## config.mk

```make
export PLATFORM = sky130hd
export DESIGN_NAME = pueo_threshold_bank_v3
export DESIGN_NICKNAME = d
export VERILOG_FILES = /design/src/rtl/pueo_thresh_pkg.sv /design/src/rtl/pueo_thresh_chan.sv /design/src/rtl/pueo_threshold_bank_v3.sv
export SDC_FILE = /design/constraint.sdc
export NUM_CORES = 1
export LEC_CHECK = 0
export ABC_AREA = 1
export CAP_MARGIN = 20
export CELL_PAD_IN_SITES_DETAIL_PLACEMENT = 0
export CELL_PAD_IN_SITES_GLOBAL_PLACEMENT = 1
export CORE_MARGIN = 3
export CORE_UTILIZATION = 35
export DETAILED_ROUTE_END_ITERATION = 10
export PLACE_DENSITY = 0.74
export SYNTH_ARGS = -nofsm -noshare
export SYNTH_HDL_FRONTEND = slang
export SYNTH_SLANG_ARGS = --single-unit
```

## constraint.sdc

```tcl
create_clock -name clk_i -period 32.1 [get_ports clk_i]
set_input_delay 6.42 -clock clk_i [delete_from_list [all_inputs] [get_ports clk_i]]
set_output_delay 6.42 -clock clk_i [all_outputs]
set_load 0.05 [all_outputs]
```

## src/rtl/pueo_thresh_pkg.sv

```systemverilog
// Shared defaults, address layout and compare-width helpers for the PUEO threshold bank.
package pueo_thresh_pkg;

  localparam int NCHAN_DEF = 8;
  localparam int ENV_W_DEF = 18;
  localparam int THR_W_DEF = 18;

  typedef enum logic {
    SEL_MAIN = 1'b0,
    SEL_SUB  = 1'b1
  } thr_sel_e;

  // Address is {sel, channel}; sel sits just above the channel field.
  function automatic int sel_pos(input int nchan);
    return $clog2(nchan);
  endfunction

  function automatic int addr_w(input int nchan);
    return $clog2(nchan) + 1;
  endfunction

  function automatic int addr_chan(input int addr, input int sel_bit);
    return addr & ((1 << sel_bit) - 1);
  endfunction

  // Wide enough that env - thr - 1 never overflows for any operand values.
  function automatic int cmp_width(input int env_w, input int thr_w);
    return ((env_w + 1 > thr_w) ? env_w + 1 : thr_w) + 1;
  endfunction

  function automatic logic [63:0] thr_reset(input int thr_w);
    return (64'd1 << (thr_w - 1)) - 64'd1;
  endfunction

endpackage

```

## src/rtl/pueo_thresh_chan.sv

```systemverilog
// One channel: active main/sub thresholds, envelope stage, two comparators and
// the registered, masked trigger outputs.
module pueo_thresh_chan
  import pueo_thresh_pkg::*;
#(
  parameter int ENV_W = ENV_W_DEF,
  parameter int THR_W = THR_W_DEF
) (
  input  logic             clk_i,
  input  logic             rst_i,
  input  logic [ENV_W-1:0] env_i,
  input  logic             load_i,
  input  logic [THR_W-1:0] main_stage_i,
  input  logic [THR_W-1:0] sub_stage_i,
  input  logic             mask_i,
  output logic             trig_main_o,
  output logic             trig_sub_o
);

  localparam int CW = cmp_width(ENV_W, THR_W);
  localparam logic [THR_W-1:0] THR_RST = THR_W'(thr_reset(THR_W));
  localparam logic signed [CW-1:0] ONE = {{(CW-1){1'b0}}, 1'b1};

  logic [ENV_W-1:0] env_q, env_d;
  logic [THR_W-1:0] main_act_q, main_act_d;
  logic [THR_W-1:0] sub_act_q, sub_act_d;
  logic             trig_main_q, trig_main_d;
  logic             trig_sub_q, trig_sub_d;

  logic signed [CW-1:0] env_x, main_x, sub_x;
  logic signed [CW-1:0] main_diff, sub_diff;

  // Trigger when env > thr, i.e. env - thr - 1 is non-negative.
  always_comb begin
    env_d      = env_i;
    main_act_d = load_i ? main_stage_i : main_act_q;
    sub_act_d  = load_i ? sub_stage_i : sub_act_q;

    env_x  = {{(CW-ENV_W){1'b0}}, env_q};
    main_x = {{(CW-THR_W){main_act_q[THR_W-1]}}, main_act_q};
    sub_x  = {{(CW-THR_W){sub_act_q[THR_W-1]}}, sub_act_q};

    main_diff = env_x - main_x - ONE;
    sub_diff  = env_x - sub_x - ONE;

    trig_main_d = ~main_diff[CW-1] & ~mask_i;
    trig_sub_d  = ~sub_diff[CW-1] & ~mask_i;
  end

  always_ff @(posedge clk_i or posedge rst_i) begin
    if (rst_i) begin
      env_q       <= '0;
      main_act_q  <= THR_RST;
      sub_act_q   <= THR_RST;
      trig_main_q <= 1'b0;
      trig_sub_q  <= 1'b0;
    end else begin
      env_q       <= env_d;
      main_act_q  <= main_act_d;
      sub_act_q   <= sub_act_d;
      trig_main_q <= trig_main_d;
      trig_sub_q  <= trig_sub_d;
    end
  end

  assign trig_main_o = trig_main_q;
  assign trig_sub_o  = trig_sub_q;

endmodule

```

## src/rtl/pueo_threshold_bank_v3.sv

```systemverilog
// NCHAN-channel main/subthreshold trigger bank with staged, atomically updated thresholds.
// Define THRESH_SCALER_EN to build per-channel gated trigger-rate scalers.
module pueo_threshold_bank_v3
  import pueo_thresh_pkg::*;
#(
  parameter int NCHAN = NCHAN_DEF,
  parameter int ENV_W = ENV_W_DEF,
  parameter int THR_W = THR_W_DEF
`ifdef THRESH_SCALER_EN
  ,
  parameter int SCAL_W    = 16,
  parameter int GATE_CLKS = 1000000
`endif
) (
  input  logic                     clk_i,
  input  logic                     rst_i,
  input  logic [NCHAN*ENV_W-1:0]   envelope_i,
  input  logic [THR_W-1:0]         thresh_dat_i,
  input  logic [addr_w(NCHAN)-1:0] thresh_addr_i,
  input  logic                     thresh_wr_i,
  input  logic                     thresh_update_i,
  input  logic [NCHAN-1:0]         mask_i,
  output logic [NCHAN-1:0]         trig_main_o,
  output logic [NCHAN-1:0]         trig_sub_o,
  output logic                     update_done_o
`ifdef THRESH_SCALER_EN
  ,
  input  logic [addr_w(NCHAN)-1:0] scal_addr_i,
  output logic [SCAL_W-1:0]        scal_dat_o,
  output logic                     scal_valid_o
`endif
);

  localparam int SEL_POS = sel_pos(NCHAN);
  localparam logic [THR_W-1:0] THR_RST = THR_W'(thr_reset(THR_W));

  logic [THR_W-1:0] stage_main_q [NCHAN];
  logic [THR_W-1:0] stage_main_d [NCHAN];
  logic [THR_W-1:0] stage_sub_q  [NCHAN];
  logic [THR_W-1:0] stage_sub_d  [NCHAN];
  logic             upd_q, upd_d;
  logic             done_q, done_d;
  int               wr_chan;
  thr_sel_e         wr_sel;

  // The update strobe is delayed a cycle so a write in the same cycle reaches
  // staging before the active copy; done marks the first cycle the comparators
  // see the new values.
  always_comb begin
    wr_chan = addr_chan(int'(thresh_addr_i), SEL_POS);
    wr_sel  = thr_sel_e'(thresh_addr_i[SEL_POS]);
    for (int n = 0; n < NCHAN; n++) begin
      stage_main_d[n] = stage_main_q[n];
      stage_sub_d[n]  = stage_sub_q[n];
      if (thresh_wr_i && wr_chan == n) begin
        if (wr_sel == SEL_SUB) stage_sub_d[n] = thresh_dat_i;
        else                   stage_main_d[n] = thresh_dat_i;
      end
    end
    upd_d  = thresh_update_i;
    done_d = upd_q;
  end

  always_ff @(posedge clk_i or posedge rst_i) begin
    if (rst_i) begin
      for (int n = 0; n < NCHAN; n++) begin
        stage_main_q[n] <= THR_RST;
        stage_sub_q[n]  <= THR_RST;
      end
      upd_q  <= 1'b0;
      done_q <= 1'b0;
    end else begin
      for (int n = 0; n < NCHAN; n++) begin
        stage_main_q[n] <= stage_main_d[n];
        stage_sub_q[n]  <= stage_sub_d[n];
      end
      upd_q  <= upd_d;
      done_q <= done_d;
    end
  end

  assign update_done_o = done_q;

  for (genvar g = 0; g < NCHAN; g++) begin : g_chan
    pueo_thresh_chan #(
      .ENV_W (ENV_W),
      .THR_W (THR_W)
    ) u_chan (
      .clk_i        (clk_i),
      .rst_i        (rst_i),
      .env_i        (envelope_i[g*ENV_W +: ENV_W]),
      .load_i       (upd_q),
      .main_stage_i (stage_main_q[g]),
      .sub_stage_i  (stage_sub_q[g]),
      .mask_i       (mask_i[g]),
      .trig_main_o  (trig_main_o[g]),
      .trig_sub_o   (trig_sub_o[g])
    );
  end

`ifdef THRESH_SCALER_EN
  localparam int NCNT = 2 * NCHAN;
  localparam int GW   = (GATE_CLKS > 1) ? $clog2(GATE_CLKS) : 1;
  localparam logic [GW-1:0]     GATE_LAST = GW'(GATE_CLKS - 1);
  localparam logic [SCAL_W-1:0] SCAL_MAX  = '1;

  logic [GW-1:0]     gate_q, gate_d;
  logic [SCAL_W-1:0] cnt_q   [NCNT];
  logic [SCAL_W-1:0] cnt_d   [NCNT];
  logic [SCAL_W-1:0] latch_q [NCNT];
  logic [SCAL_W-1:0] latch_d [NCNT];
  logic [SCAL_W-1:0] scal_dat_q, scal_dat_d;
  logic              scal_valid_q, scal_valid_d;
  logic              gate_wrap;
  logic [NCNT-1:0]   trig_all;
  int                rd_chan;
  thr_sel_e          rd_sel;

  // Counter index: main channels first, subthreshold channels above them.
  // A trigger seen in the wrap cycle seeds the next gate's count.
  always_comb begin
    trig_all     = {trig_sub_o, trig_main_o};
    gate_wrap    = (gate_q == GATE_LAST);
    gate_d       = gate_wrap ? '0 : gate_q + GW'(1'b1);
    scal_valid_d = gate_wrap;
    for (int i = 0; i < NCNT; i++) begin
      cnt_d[i]   = cnt_q[i];
      latch_d[i] = latch_q[i];
      if (gate_wrap) begin
        latch_d[i] = cnt_q[i];
        cnt_d[i]   = SCAL_W'(trig_all[i]);
      end else if (trig_all[i] && cnt_q[i] != SCAL_MAX) begin
        cnt_d[i] = cnt_q[i] + SCAL_W'(1'b1);
      end
    end

    rd_chan    = addr_chan(int'(scal_addr_i), SEL_POS);
    rd_sel     = thr_sel_e'(scal_addr_i[SEL_POS]);
    scal_dat_d = '0;
    for (int n = 0; n < NCHAN; n++) begin
      if (rd_chan == n) scal_dat_d = (rd_sel == SEL_SUB) ? latch_q[NCHAN+n] : latch_q[n];
    end
  end

  always_ff @(posedge clk_i or posedge rst_i) begin
    if (rst_i) begin
      gate_q       <= '0;
      scal_dat_q   <= '0;
      scal_valid_q <= 1'b0;
      for (int i = 0; i < NCNT; i++) begin
        cnt_q[i]   <= '0;
        latch_q[i] <= '0;
      end
    end else begin
      gate_q       <= gate_d;
      scal_dat_q   <= scal_dat_d;
      scal_valid_q <= scal_valid_d;
      for (int i = 0; i < NCNT; i++) begin
        cnt_q[i]   <= cnt_d[i];
        latch_q[i] <= latch_d[i];
      end
    end
  end

  assign scal_dat_o   = scal_dat_q;
  assign scal_valid_o = scal_valid_q;
`endif

endmodule
```

* After elaboration in Yosys (flattened, before gate mapping)
Cells that the tools add are included.
Storage, ports and cells: memories kept 0, flip-flop bits (word level) 738, bits of input ports 178, RAM bits 0, bits in latches 0, bits in read-only memories 0
Operators by class: $lt $le $gt $ge 0, reductions and logical operators 25, multiplexer cells 0, add/subtract/negate cells 32, bitwise operators 41, multipliers 0, equal/unequal tests 7, divide/modulo/power cells 0, shift-type cells 0
Operators by type and width (count):
- 19-bit by 18-bit subtractor with 20-bit output | 16
- 20-bit by 2-bit subtractor with 20-bit output (second input constant) | 16
- 32-bit logical NOT | 1
- 2-bit AND reduction | 16
- 1-bit NOT | 25
- 1-bit AND | 16
- 3-bit == test (second input constant) | 4
- 1-bit logical AND | 8
- 3-bit by 2-bit == test with 1-bit output (second input constant) | 2
- 3-bit by 1-bit == test with 1-bit output (second input constant) | 1

* Longest topological paths before layout
Gate-level depths: netlist of the first run.
word-level depth 4, gate-level depth with buffers 12, depth with buffers taken out 12

* By module
Synthesis of the first run repeated with hierarchy kept, for this count alone.
Unflattened totals: cells, all modules 3729, area total of the unflattened synthesis 34056.4 µm²
Modules (own cells, without submodules):
- pueo_thresh_chan | area an instance 2757.6 µm², sequential area each 1443.9 µm², times used 8, cells each 302
- pueo_threshold_bank_v3 | area an instance 11995.3 µm², sequential area each 7597.3 µm², times used 1, cells each 1313

* Worst setup path before layout of the first run
Ideal clock, no wire load.
path kind input-to-reg, from input port thresh_addr_i[3], to register stage_main_q[128] (netlist bit), data arrival time 7.247 ns, slack 24.774 ns, stages 6, cells stage by stage buf_4 -> inv_4 -> nand3_2 -> clkbuf_1 -> nand2_1 -> o21ai_0
On the way: cells in the longest elaborated chain, start to end 2
RTL lines:
- start, declared | line pueo_threshold_bank_v3.sv:19 | input logic [addr_w(NCHAN)-1:0] thresh_addr_i,
- 1-bit NOT (no line)
- 2-bit AND reduction (no line)
- end signal, assigned by index | line pueo_threshold_bank_v3.sv:74 | stage_main_q[n] <= stage_main_d[n];
- end, declared | line pueo_threshold_bank_v3.sv:37 | logic [THR_W-1:0] stage_main_q [NCHAN];
Every way passes these cells. A chain may end at the register's enable or synchronous reset.

==> results of run 1 <==
cell usage in the layout (no fill, tap or decap), drive strengths merged, types with 4 or more instances in the layout:
| cell | n |
|---|---|
| a21o | 16 |
| a21oi | 96 |
| buf | 25 |
| bufinv | 9 |
| clkbuf | 125 |
| clkdlybuf4s50 | 194 |
| clkinv | 13 |
| dfrtp | 194 |
| dfstp | 544 |
| ha | 256 |
| inv | 449 |
| nand2 | 959 |
| nand3 | 4 |
| nand3b | 16 |
| nand4 | 48 |
| nor2 | 104 |
| o21ai | 576 |
cell families after synthesis:
kind of cell	Yosys count	share of synthesized area, %
AO/OA/AOI/OAI	688	10.6
buffers and inverters	595	7.37
flip-flops	738	58.4
adder cells (fa/ha/maj)	256	9.77
AND/OR/NAND/NOR	1132	13.9
power by group:
part           internal [mW]  leakage [nW]  switching [mW]  total (mW)
registers               1.18          7.99          0.0675        1.25
clock network          0.601          1.39           0.379       0.980
logic                  0.166          7.79           0.255       0.421
total                   1.95          17.2           0.701        2.65
final cells by class:
type | count | share of cell area (%)
Clock inverter | 24 | 0.942
Tap cell | 1243 | 4.03
Sequential cell | 738 | 49.6
Clock buffer | 125 | 6.38
Inverter | 448 | 4.38
Multi-Input combinational cell | 2076 | 29.1
Timing Repair Buffer | 219 | 5.62
through the flow:
stage	setup slack, ns	total power [mW]	hold WS (ns)	area [sq um]	cells
after floorplan	5.87	1.56	0.349	32800	3409
after global placement	21.88	1.67	0.460	35800	4722
after detailed placement	21.84	1.69	0.464	35800	4722
after CTS	22.51	2.69	0.466	38600	4871
after global routing	22.13	2.82	0.484	38600	4873
final	22.69	2.65	0.461	38600	4873
path summary, 6_finish.rpt:
path	startpoint	to	slack, ns	cells after the start
min reg2reg	stage_sub_q[9]	g_chan[7].u_chan.sub_act_q[9]	0.46	2
max in group clk_i	update_done_o	update_done_o	23.91	1
min	stage_sub_q[9]	g_chan[7].u_chan.sub_act_q[9]	0.46	2
max reg2reg	done_d	g_chan[1].u_chan.main_act_q[17]	28.59	4
min in group asynchronous	rst_i	g_chan[7].u_chan.env_q[3]	6.34	2
max	rst_i	g_chan[5].u_chan.env_q[16]	22.69	5
layer usage:
| metal | GRT usage [%] | routed length (microns) | vias up |
|---|---|---|---|
| met5 | 0 | 0 | - |
| li1 | - | - | 11160 |
| met3 | 2.67 | 3540 | 107 |
| met2 | 25.2 | 34400 | 403 |
| met4 | 3.98 | 1640 | 0 |
| met1 | 23.7 | 38400 | 10395 |
flip-flops by register name, summed over array words and instances, names as in the netlist:
name,count
g_chan.u_chan.env_q,144
update_done_o,1
g_chan.u_chan.trig_main_o,8
stage_sub_q,144
g_chan.u_chan.main_act_q,144
g_chan.u_chan.sub_act_q,144
done_d,1
stage_main_q,144
g_chan.u_chan.trig_sub_o,8
worst max-delay path: stages:
cell	delay [ns]
sky130_fd_sc_hd__clkdlybuf4s50_1	0.50
sky130_fd_sc_hd__inv_8	0.54
sky130_fd_sc_hd__buf_4	0.85
sky130_fd_sc_hd__buf_12	0.70
sky130_fd_sc_hd__buf_4	0.77
==> out/qor_table.md, run 1 <==
| Group | Result | Reported |
|:---|:---|:---|
| critical path | Worst path arrival time | 10.06 ns |
| clock tree | Number of levels in the clock H-tree | 3 |
| synthesis | Leading cell type by number of instances after synthesis | sky130_fd_sc_hd__nand2_1 |
| clock tree | Source-to-sink clock delay at the later pin of the worst-skew pair | 0.63 ns |
| detailed routing | Number of antenna-violating nets in the routed design | 0 |
| die | Die Y | 312 microns |
| placed design | RD Place Congestion | 0.770 |
| critical path | Critical setup path kind | in -> async |
| timing | RSZ-0062 raised after global routing | false |
| run status | Result of the run | finished, final reports clean |
| die | Starting density of the core | 35.5% |
| critical path | Largest fanout of any net on the critical path | 169 |
| clock tree | Clock-pin slew on the worst setup and hold paths | 0.06 ns |
| synthesis | Netlist area before placement | 32800 sq um |
| synthesis | Synth Net Count | 3843 |
| die | Number of I/O pins | 195 |
| synthesis | Post-synthesis cell type count | 25 |
| synthesis | Top area cells in the synthesized netlist | sky130_fd_sc_hd__dfstp_2 44%, sky130_fd_sc_hd__dfrtp_1 15%, sky130_fd_sc_hd__nand2_1 11% |
| timing | Slew Viols, Final | 0 |
| layout | Final Core Density | 41.8% |
| grt | GRT Total Usage | 16.2% |
| die | Number of rows in the core area | 111 |
| timing | Setup TNS | 0 ns |
| layout | Antenna cell count | 0 |
| synthesis | Primary FF master, synth | sky130_fd_sc_hd__dfstp_2 |
| timing | Final setup fails | 0 |
| layout | Multi-input gate area | 11200 sq um |
| pwr | Worst VDD drop | 0.0412 mV |
| synthesis | Count of synthesis-stage warnings from yosys | 0 |
| detailed routing | Post-route DRC violation count | 0 |
| clock tree | Clock buffers created by TritonCTS | 81 |
| placed design | Half-perimeter wire length of the detailed placement result | 49800 microns |
| clock tree | Count of hold buffers inserted by post-cts repair | 0 |
| clock tree | Setup Fix Bufs, Post-CTS | 0 |
| detailed routing | DRC marker count from the first detailed-route iteration | 1425 |
| synthesis | Part of the Yosys area used for sequential elements | 58.4% |
| grt | Largest net degree at the start of global routing | 251 |
| synthesis | Share of flip-flops with an asynchronous set or reset | 100% |
| detailed routing | Mean number of vias per cell | 4.53 |
| layout | Synth-to-Final Area Change | 17.8% |
| detailed routing | Total Wirelength | 77900 microns |
| timing | Maximum operating frequency | 106 MHz |
| critical path | Data required, critical path | 32.74 ns |
| synthesis | Top cell types by occurrence after synthesis | 946 x sky130_fd_sc_hd__nand2_1, 544 x sky130_fd_sc_hd__dfstp_2, 445 x sky130_fd_sc_hd__inv_1, 426 x sky130_fd_sc_hd__o21ai_0, 256 x sky130_fd_sc_hd__ha_1 |
| die | Die W | 312 microns |
| critical path | Startpoint type of the worst setup path | input pin |
| synthesis | EDFF count, synth | 0 |
| timing | Clock Skew | 0.0254 ns |
| grt | Remaining Overflow, GRT | 0 |
| synthesis | Yosys top cell by area | sky130_fd_sc_hd__dfstp_2 |
| layout | Sequential cell area in the final layout | 19200 sq um |
| timing | Fin crit share | 29.3% |
| timing | Hold violation total from the final report | 0 |
| synthesis | Mean cell area of the mapped netlist | 9.62 sq um |
| synthesis | Area fraction of the dominant cell type after synthesis | 43.6% |
| grt | Antenna violations before repair | 6 |
| timing | Worst slew pin tran | 1.00 ns |
| clock tree | # clock sinks | 738 |
| grt | Number of global-route vias before repair | 21738 |
| die | Floorplan die area | 97400 sq um |
| placed design | Port-buffer cells | 194 |
| detailed routing | Routed vias | 22065 |
| grt | Global-route wire length before repair | 124000 microns |
| job | Max-Cap Viols | 0 |
| detailed routing | Wirelength per Cell | 16.0 microns |
| clock tree | Longest Clk Path Bufs | 3 |
| layout | Count of filler cells inserted in the layout | 9050 |
| layout | Proportion of layout cells with a drive suffix above 1 | 20.0% |
| timing | Minimum clock period after layout | 9.41 ns |
| critical path | Crit. End Element | asynchronous set/reset pin |
| clock tree | Number of gates resized after cts | 0 |
| clock tree | Clock tree from TritonCTS | built |
| pwr | Static leakage power | 17.2 nW |
| synthesis | Number of instances in the synthesized netlist | 3409 |
| layout | Layout net count | 3998 |
| clock tree | Clk root buf | sky130_fd_sc_hd__clkbuf_16 |
| pwr | P per Cell Area | 68.6 nW/um^2 |
| synthesis | Flops & latches, synth | 738 |
| detailed routing | First-pass detailed-route iteration total | 5 |
| die | Floorplan core area | 92400 sq um |
| min path | Worst min-delay path category | reg -> reg |
| timing | Headroom to the max-slew limit | 33.1% |
Power figures use the tool's default switching activity.
==> inputs of run 2 (changes only) <==
==> constraint.sdc (replaced) <==
create_clock -name clk_i -period 8.99 [get_ports clk_i]
set_input_delay 1.798 -clock clk_i [delete_from_list [all_inputs] [get_ports clk_i]]
set_output_delay 1.798 -clock clk_i [all_outputs]
set_load 0.05 [all_outputs]
==> out/qor_table.md, run 2 (synthesized netlist as in run 1, its figures left out) <==
| Group | Result | Reported | Delta |
|:---|:---|:---|:---|
| critical path | CP max stage cell | sky130_fd_sc_hd__clkdlybuf4s50_1 |  |
| grt | Number of global-route vias before repair | 21627 | -0.51% |
| critical path | Worst R2R Setup Slack | 6.17 ns | -22.42 ns |
| layout | Layout net count | 4004 | +0.15% |
| critical path | Critical path's top delay family | buffers and inverters |  |
| timing | Hold violation total from the final report | 0 | unchanged |
| critical path | Worst-path cell chain | clkdlybuf4s50_1 |  |
| timing | Headroom to the max-slew limit | 25.7% | -7.4 points |
| layout | Highest-count cells in the layout ignoring fill and taps | 946 x sky130_fd_sc_hd__nand2_1, 544 x sky130_fd_sc_hd__dfstp_2, 444 x sky130_fd_sc_hd__inv_1 |  |
| detailed routing | Total Wirelength | 78100 microns | +0.24% |
| detailed routing | Mean number of vias per cell | 4.50 | -0.54% |
| placed design | Port-buffer cells | 194 | unchanged |
| pwr | Worst VDD drop | 0.126 mV | +210% |
| clock tree | Setup Fix Bufs, Post-CTS | 0 | unchanged |
| critical path | Count of cells along the worst register-to-register path | 3 | -1 |
| critical path | Destination of the worst register-to-register timing path | g_chan[1].u_chan.main_act_q[17] |  |
| grt | GRT Total Usage | 16.3% | +0.030 points |
| min path | Worst min-delay path category | reg -> reg |  |
| die | Starting density of the core | 35.5% | unchanged |
| die | Number of rows in the core area | 111 | unchanged |
| clock tree | Number of gates resized after cts | 0 | unchanged |
| run status | Result of the run | finished, final reports clean |  |
| timing | Maximum operating frequency | 280 MHz |  |
| clock tree | Clock-pin slew on the worst setup and hold paths | 0.06 ns | about the same |
| detailed routing | Wirelength per Cell | 16.0 microns | about the same |
| pwr | PnR Total Power | 9.78 mW | +270% |
| pwr | Internal power contribution | 7.19 mW | +270% |
| min path | Cell depth of the worst min-delay path | 2 | unchanged |
| detailed routing | DRC marker count from the first detailed-route iteration | 1292 | -9.3% |
| timing | Minimum clock period after layout | 3.57 ns |  |
| layout | Non-filler cells in the finished layout | 4888 | +0.31% |
| clock tree | Clock tree from TritonCTS | built |  |
| critical path | Worst stage delay on the critical path | 0.80 ns | -0.05 ns |
| timing | Clock Skew | 0.0243 ns | -0.00106 ns |
| layout | Multi-input gate area | 11200 sq um | unchanged |
| critical path | Sum of buffers and inverters on the critical path | 1 | -4 |
| placed design | RD Place Congestion | 0.766 | -0.64% |
| timing | Setup TNS | 0 ns | unchanged |
| pwr | Clock group share of total power | 39.0% | +2.0 points |
| layout | Proportion of layout cells with a drive suffix above 1 | 20.6% | +0.57 points |
| clock tree | Longest Clk Path Bufs | 3 | unchanged |
| detailed routing | Routed vias | 22013 | -0.24% |
| timing | Crit path setup slack, layout | 5.42 ns | -17.27 ns |
| detailed routing | Post-route DRC violation count | 0 | unchanged |
| timing | Fin crit share | 39.7% |  |
| pwr | Proportion of total power due to net switching | 26.4% | -0.044 points |
| layout | Count of filler cells inserted in the layout | 8978 | -0.80% |
| job | Max-Cap Viols | 0 | unchanged |
| detailed routing | First-pass detailed-route iteration total | 5 | unchanged |
| die | Floorplan die area | 97400 sq um | unchanged |
| placed design | Post-placement cell area | 35900 sq um | +0.37% |
| clock tree | Number of levels in the clock H-tree | 3 | unchanged |
| critical path | Critical setup path kind | reg -> out |  |
| timing | Worst slew pin tran | 1.11 ns | +0.111 ns |
| placed design | Post-placement setup slack | 4.85 ns | -16.98 ns |
| die | Floorplan core area | 92400 sq um | unchanged |
| clock tree | Clk root buf | sky130_fd_sc_hd__clkbuf_16 |  |
| die | Die W | 312 microns | unchanged |
| timing | Slew Viols, Final | 0 | unchanged |
| layout | Sequential cell area in the final layout | 19200 sq um | unchanged |
| critical path | Worst path arrival time | 1.77 ns | -8.29 ns |
| clock tree | Source-to-sink clock delay at the later pin of the worst-skew pair | 0.64 ns | about the same |
| pwr | Net switching power figure | 2.58 mW | +270% |
| detailed routing | Number of antenna-violating nets in the routed design | 0 | unchanged |
| die | Die Y | 312 microns | unchanged |
| min path | Endpoint with the worst hold slack | g_chan[7].u_chan.sub_act_q[5] |  |
| grt | Global-route wire length before repair | 124000 microns | -0.12% |
| layout | Post-route design area | 39100 sq um | +1.1% |
| die | Number of I/O pins | 195 | unchanged |
| pwr | P per Cell Area | 250 nW/um^2 | +270% |
| clock tree | # clock sinks | 738 | unchanged |
| placed design | Half-perimeter wire length of the detailed placement result | 50200 microns | +0.82% |
| clock tree | Clock buffers created by TritonCTS | 84 | +3.7% |
| grt | Remaining Overflow, GRT | 0 | unchanged |
| min path | Min-Delay Startpoint | stage_sub_q[5] |  |
| timing | RSZ-0062 raised after global routing | false |  |
| critical path | Crit. End Element | output pin |  |
| critical path | Startpoint type of the worst setup path | flip-flop |  |
| grt | Largest net degree at the start of global routing | 231 | -8.0% |
| clock tree | Count of hold buffers inserted by post-cts repair | 0 | unchanged |
| grt | Antenna violations before repair | 7 | +1 |
| pwr | Portion of total power attributed to sequential cells | 45.7% | -1.4 points |
| layout | Synth-to-Final Area Change | 19.1% |  |
| critical path | Data required, critical path | 7.19 ns | -25.55 ns |
| critical path | Reg-to-reg startpoint | done_d |  |
| placed design | Post-Place Cells | 4727 | +0.11% |
| pwr | Static leakage power | 17.3 nW | +1.0% |
| layout | Commonest non-fill, non-tap cell in the layout | sky130_fd_sc_hd__nand2_1 |  |
| critical path | Largest fanout of any net on the critical path | 1 | -99% |
| pwr | Logic pwr share | 15.4% | -0.5 points |
| timing | Final setup fails | 0 | unchanged |
-- run 2: cell count changes in the layout (fill, tap and decap cells not counted), moves of 2 or more --
cell and delta:
sky130_fd_sc_hd__buf_4 -2, sky130_fd_sc_hd__buf_12 +4, sky130_fd_sc_hd__clkbuf_1 -10, sky130_fd_sc_hd__clkinv_8 +2, sky130_fd_sc_hd__clkinv_1 -2, sky130_fd_sc_hd__clkinvlp_4 +8
sky130_fd_sc_hd__clkbuf_16 +4, sky130_fd_sc_hd__clkinv_2 +3, sky130_fd_sc_hd__buf_16 +2, sky130_fd_sc_hd__diode_2 +3, sky130_fd_sc_hd__clkinv_4 +4, sky130_fd_sc_hd__bufinv_16 +7
sky130_fd_sc_hd__clkbuf_8 -6
-- run 2: layout make-up --
type	count	share of cell area, %
clock inverter	45	1.78
inverter	448	4.32
clock buffer	113	6.26
multi-input combinational	2076	28.8
tap	1243	3.98
antenna	3	0.0192
sequential	738	49.0
timing repair buffer	222	5.82
-- run 2: power groups by stage --
stage / Sequential, mW / Combinational [mW] / Clock, mW
2_1_floorplan: 4.44 / 1.13 / 0
3_3_place_gp: 4.50 / 1.48 / 0
3_5_place_dp: 4.51 / 1.53 / 0
4_1_cts: 4.47 / 1.54 / 3.94
5_1_grt: 4.54 / 1.79 / 4.08
6_report: 4.46 / 1.50 / 3.81
-- run 2: how the worst max path moves through the flow --
stage                                 start                    endpoint  slack [ns]  depth (start not counted)
2_1_floorplan                         rst_i                      done_d       -2.48                          1
3_3_place_gp                          rst_i  g_chan[3].u_chan.env_q[10]        4.90                          4
3_5_place_dp                          rst_i  g_chan[3].u_chan.env_q[10]        4.85                          4
4_1_cts        g_chan[0].u_chan.trig_main_o              trig_main_o[0]        5.35                          1
5_1_grt                               rst_i   g_chan[3].u_chan.env_q[7]        5.30                          4
6_report       g_chan[0].u_chan.trig_main_o              trig_main_o[0]        5.42                          1
-- run 2: stage by stage --
stage | hold slack, ns | util (%)
finish | 0.470 | 42.3
global route | 0.481 | 42.3
CTS | 0.468 | 42.3
detailed placement | 0.464 | 38.9
global placement | 0.460 | 38.8
floorplan | 0.349 | -
-- run 2: routing by layer --
layer  part of all wire (%)  vias to the layer above  global-route usage (%)
li1                       -                    11176                       -
met1                     49                    10415                    23.2
met2                     46                      335                    25.9
met3                    3.8                       85                    2.88
met4                    1.6                        2                    3.51
met5                  0.015                        -                       0
==> inputs of run 3 (changes only) <==
--- a/config.mk
+++ b/config.mk
@@ -12,7 +12,7 @@
 export CORE_MARGIN = 3
 export CORE_UTILIZATION = 35
 export DETAILED_ROUTE_END_ITERATION = 10
-export PLACE_DENSITY = 0.74
+export PLACE_DENSITY = 0.76
 export SYNTH_ARGS = -nofsm -noshare
 export SYNTH_HDL_FRONTEND = slang
 export SYNTH_SLANG_ARGS = --single-unit
==> constraint.sdc (replaced) <==
create_clock -name clk_i -period 2.9 [get_ports clk_i]
set_input_delay 0.58 -clock clk_i [delete_from_list [all_inputs] [get_ports clk_i]]
set_output_delay 0.58 -clock clk_i [all_outputs]
set_load 0.05 [all_outputs]
==> out/qor_table.md, run 3 (synthesized netlist as in run 1, its figures left out) <==
| Group | Result | Reported | Delta |
|:---|:---|:---|:---|
| detailed routing | Mean number of vias per cell | 4.53 | +0.65% |
| die | Floorplan core area | 92400 sq um | unchanged |
| die | Floorplan die area | 97400 sq um | unchanged |
| grt | Number of global-route vias before repair | 22424 | +3.7% |
| grt | GRT Total Usage | 16.4% | +0.16 points |
| pwr | Internal power contribution | 21.6 mW | +200% |
| pwr | Clock group share of total power | 37.1% | -1.9 points |
| critical path | Crit. End Element | output pin |  |
| critical path | Data required, critical path | 2.32 ns | -4.87 ns |
| pwr | Logic pwr share | 16.1% | +0.7 points |
| timing | Headroom to the max-slew limit | 36.5% | +11 points |
| clock tree | Number of levels in the clock H-tree | 3 | unchanged |
| detailed routing | DRC marker count from the first detailed-route iteration | 1336 | +3.4% |
| placed design | RD Place Congestion | 0.786 | +2.7% |
| clock tree | # clock sinks | 738 | unchanged |
| clock tree | Longest Clk Path Bufs | 3 | unchanged |
| detailed routing | Total Wirelength | 79100 microns | +1.3% |
| detailed routing | First-pass detailed-route iteration total | 6 | +1 |
| detailed routing | Wirelength per Cell | 16.1 microns | +0.84% |
| timing | Hold Slack | 0.287 ns | -0.182 ns |
| clock tree | Count of hold buffers inserted by post-cts repair | 0 | unchanged |
| timing | Slew Viols, Final | 0 | unchanged |
| critical path | Sum of buffers and inverters on the critical path | 1 | unchanged |
| clock tree | Setup Fix Bufs, Post-CTS | 0 | unchanged |
| job | Max-Cap Viols | 0 | unchanged |
| critical path | Worst stage delay on the critical path | 0.80 ns | about the same |
| pwr | PnR Total Power | 29.6 mW | +200% |
| timing | Clock Skew | 0.0153 ns | -0.00899 ns |
| timing | Final setup fails | 0 | unchanged |
| timing | Worst slew pin tran | 0.952 ns | -0.162 ns |
| die | Die W | 312 microns | unchanged |
| layout | Highest-count cells in the layout ignoring fill and taps | 946 x sky130_fd_sc_hd__nand2_1, 544 x sky130_fd_sc_hd__dfstp_2, 444 x sky130_fd_sc_hd__inv_1 |  |
| clock tree | Clk root buf | sky130_fd_sc_hd__clkbuf_16 |  |
| critical path | CP max stage cell | sky130_fd_sc_hd__clkdlybuf4s50_1 |  |
| die | Number of I/O pins | 195 | unchanged |
| timing | Minimum clock period after layout | 2.35 ns |  |
| layout | Commonest non-fill, non-tap cell in the layout | sky130_fd_sc_hd__nand2_1 |  |
| grt | Remaining Overflow, GRT | 0 | unchanged |
| layout | Synth-to-Final Area Change | 19.1% | about the same |
| grt | Antenna violations before repair | 5 | -2 |
| clock tree | Number of gates resized after cts | 0 | unchanged |
| clock tree | Clock buffers created by TritonCTS | 85 | +1.2% |
| critical path | Critical setup path kind | reg -> out |  |
| detailed routing | Routed vias | 22247 | +1.1% |
| detailed routing | Number of antenna-violating nets in the routed design | 0 | unchanged |
| pwr | Worst VDD drop | 0.535 mV | +330% |
| grt | Global-route wire length before repair | 127000 microns | +1.8% |
| pwr | Portion of total power attributed to sequential cells | 46.8% | +1.1 points |
| critical path | Largest fanout of any net on the critical path | 1 | unchanged |
| run status | Result of the run | finished, final reports clean |  |
| die | Starting density of the core | 35.5% | unchanged |
| critical path | Count of cells along the worst register-to-register path | 12 | +9 |
| timing | Hold violation total from the final report | 0 | unchanged |
| detailed routing | Post-route DRC violation count | 0 | unchanged |
| timing | Fin crit share | 80.9% |  |
| critical path | Startpoint type of the worst setup path | flip-flop |  |
| clock tree | Clock-pin slew on the worst setup and hold paths | 0.05 ns | about the same |
| layout | Layout net count | 4026 | +0.55% |
| die | Die Y | 312 microns | unchanged |
| placed design | Half-perimeter wire length of the detailed placement result | 52300 microns | +4.1% |
| layout | Proportion of layout cells with a drive suffix above 1 | 20.8% | +0.18 points |
| clock tree | Source-to-sink clock delay at the later pin of the worst-skew pair | 0.63 ns | about the same |
| timing | Maximum operating frequency | 426 MHz |  |
| timing | Crit path setup slack, layout | 0.553 ns | -4.87 ns |
| critical path | Worst-path cell chain | clkdlybuf4s50_1 |  |
| die | Number of rows in the core area | 111 | unchanged |
| pwr | Static leakage power | 17.4 nW | +0.12% |
| placed design | Post-placement setup slack | 0.333 ns | -4.52 ns |
| pwr | Net switching power figure | 7.97 mW | +210% |
| pwr | Proportion of total power due to net switching | 27.0% | +0.53 points |
| grt | Largest net degree at the start of global routing | 222 | -3.9% |
| critical path | Levels on crit path | 1 | unchanged |
| min path | Worst min-delay path category | in -> async |  |
| placed design | Port-buffer cells | 194 | unchanged |
| critical path | Critical path's top delay family | buffers and inverters |  |
| timing | RSZ-0062 raised after global routing | false |  |
| clock tree | Clock tree from TritonCTS | built |  |
| pwr | P per Cell Area | 757 nW/um^2 | +200% |
| critical path | Worst path arrival time | 1.77 ns | about the same |
## run 3: cell count changes in the layout (fill, tap and decap cells not counted), moves of 2 or more
cell	previous run	this run
sky130_fd_sc_hd__clkinv_4	4	1
sky130_fd_sc_hd__clkbuf_1	10	19
sky130_fd_sc_hd__clkinv_8	3	1
sky130_fd_sc_hd__inv_6	1	4
sky130_fd_sc_hd__buf_16	2	0
sky130_fd_sc_hd__clkbuf_8	15	19
sky130_fd_sc_hd__buf_4	19	33
sky130_fd_sc_hd__buf_12	6	16
sky130_fd_sc_hd__clkinvlp_4	9	7
sky130_fd_sc_hd__bufinv_16	16	6
## run 3: path summary, 6_finish.rpt
check / start / end / slack [ns]
worst max-delay path: g_chan[6].u_chan.trig_main_o / trig_main_o[6] / 0.55
worst min-delay path: rst_i / g_chan[7].u_chan.env_q[3] / 0.29
worst max register to register: g_chan[2].u_chan.main_act_q[6] / g_chan[2].u_chan.trig_main_o / 1.08
worst min register to register: stage_main_q[85] / g_chan[3].u_chan.main_act_q[13] / 0.47
max in group asynchronous: rst_i / g_chan[3].u_chan.sub_act_q[16] / 1.64
min in group clk_i: envelope_i[54] / g_chan[3].u_chan.env_q[0] / 0.38
## run 3: per-stage QoR
| step | utilization, % | setup TNS [ns] | std cells | cell area, sq um |
|---|---|---|---|---|
| after global routing | 42.3 | 0 | 4906 | 39000 |
| final | 42.3 | 0 | 4908 | 39100 |
| after CTS | 42.3 | 0 | 4906 | 39000 |
| after detailed placement | 39.1 | 0 | 4748 | 36100 |
| after global placement | 39.1 | 0 | 4748 | 36100 |
| after floorplan | - | -3932.19 | 3409 | 32800 |
## run 3: power by group through the flow
stage / clock (mW) / combinational [mW] / sequential, mW
after global placement: 0 / 4.65 / 14.0
final: 11.0 / 4.76 / 13.8
after CTS: 11.3 / 4.85 / 13.9
after floorplan: 0 / 3.49 / 13.8
after global routing: 11.7 / 5.64 / 14.1
after detailed placement: 0 / 4.83 / 14.0
## run 3: routing by layer
| metal | global-route usage, % | up-vias | part of all wire (%) | wire (microns) |
|---|---|---|---|---|
| li1 | - | 11208 | - | - |
| met1 | 23.5 | 10536 | 49 | 38900 |
| met2 | 25.8 | 399 | 44 | 35100 |
| met3 | 2.97 | 104 | 4.4 | 3490 |
| met4 | 4.04 | 0 | 2.1 | 1630 |
| met5 | 0 | - | 0 | 0 |
## run 3: layout make-up
class	count	area [sq um]
fillers	8937	53300
flip-flops and latches	738	19200
multi-input cells	2076	11200
clock buffers	127	2560
repair buffers	243	2510
inverters	448	1690
well taps	1243	1560
clock inverters	31	348
diodes	2	5.00
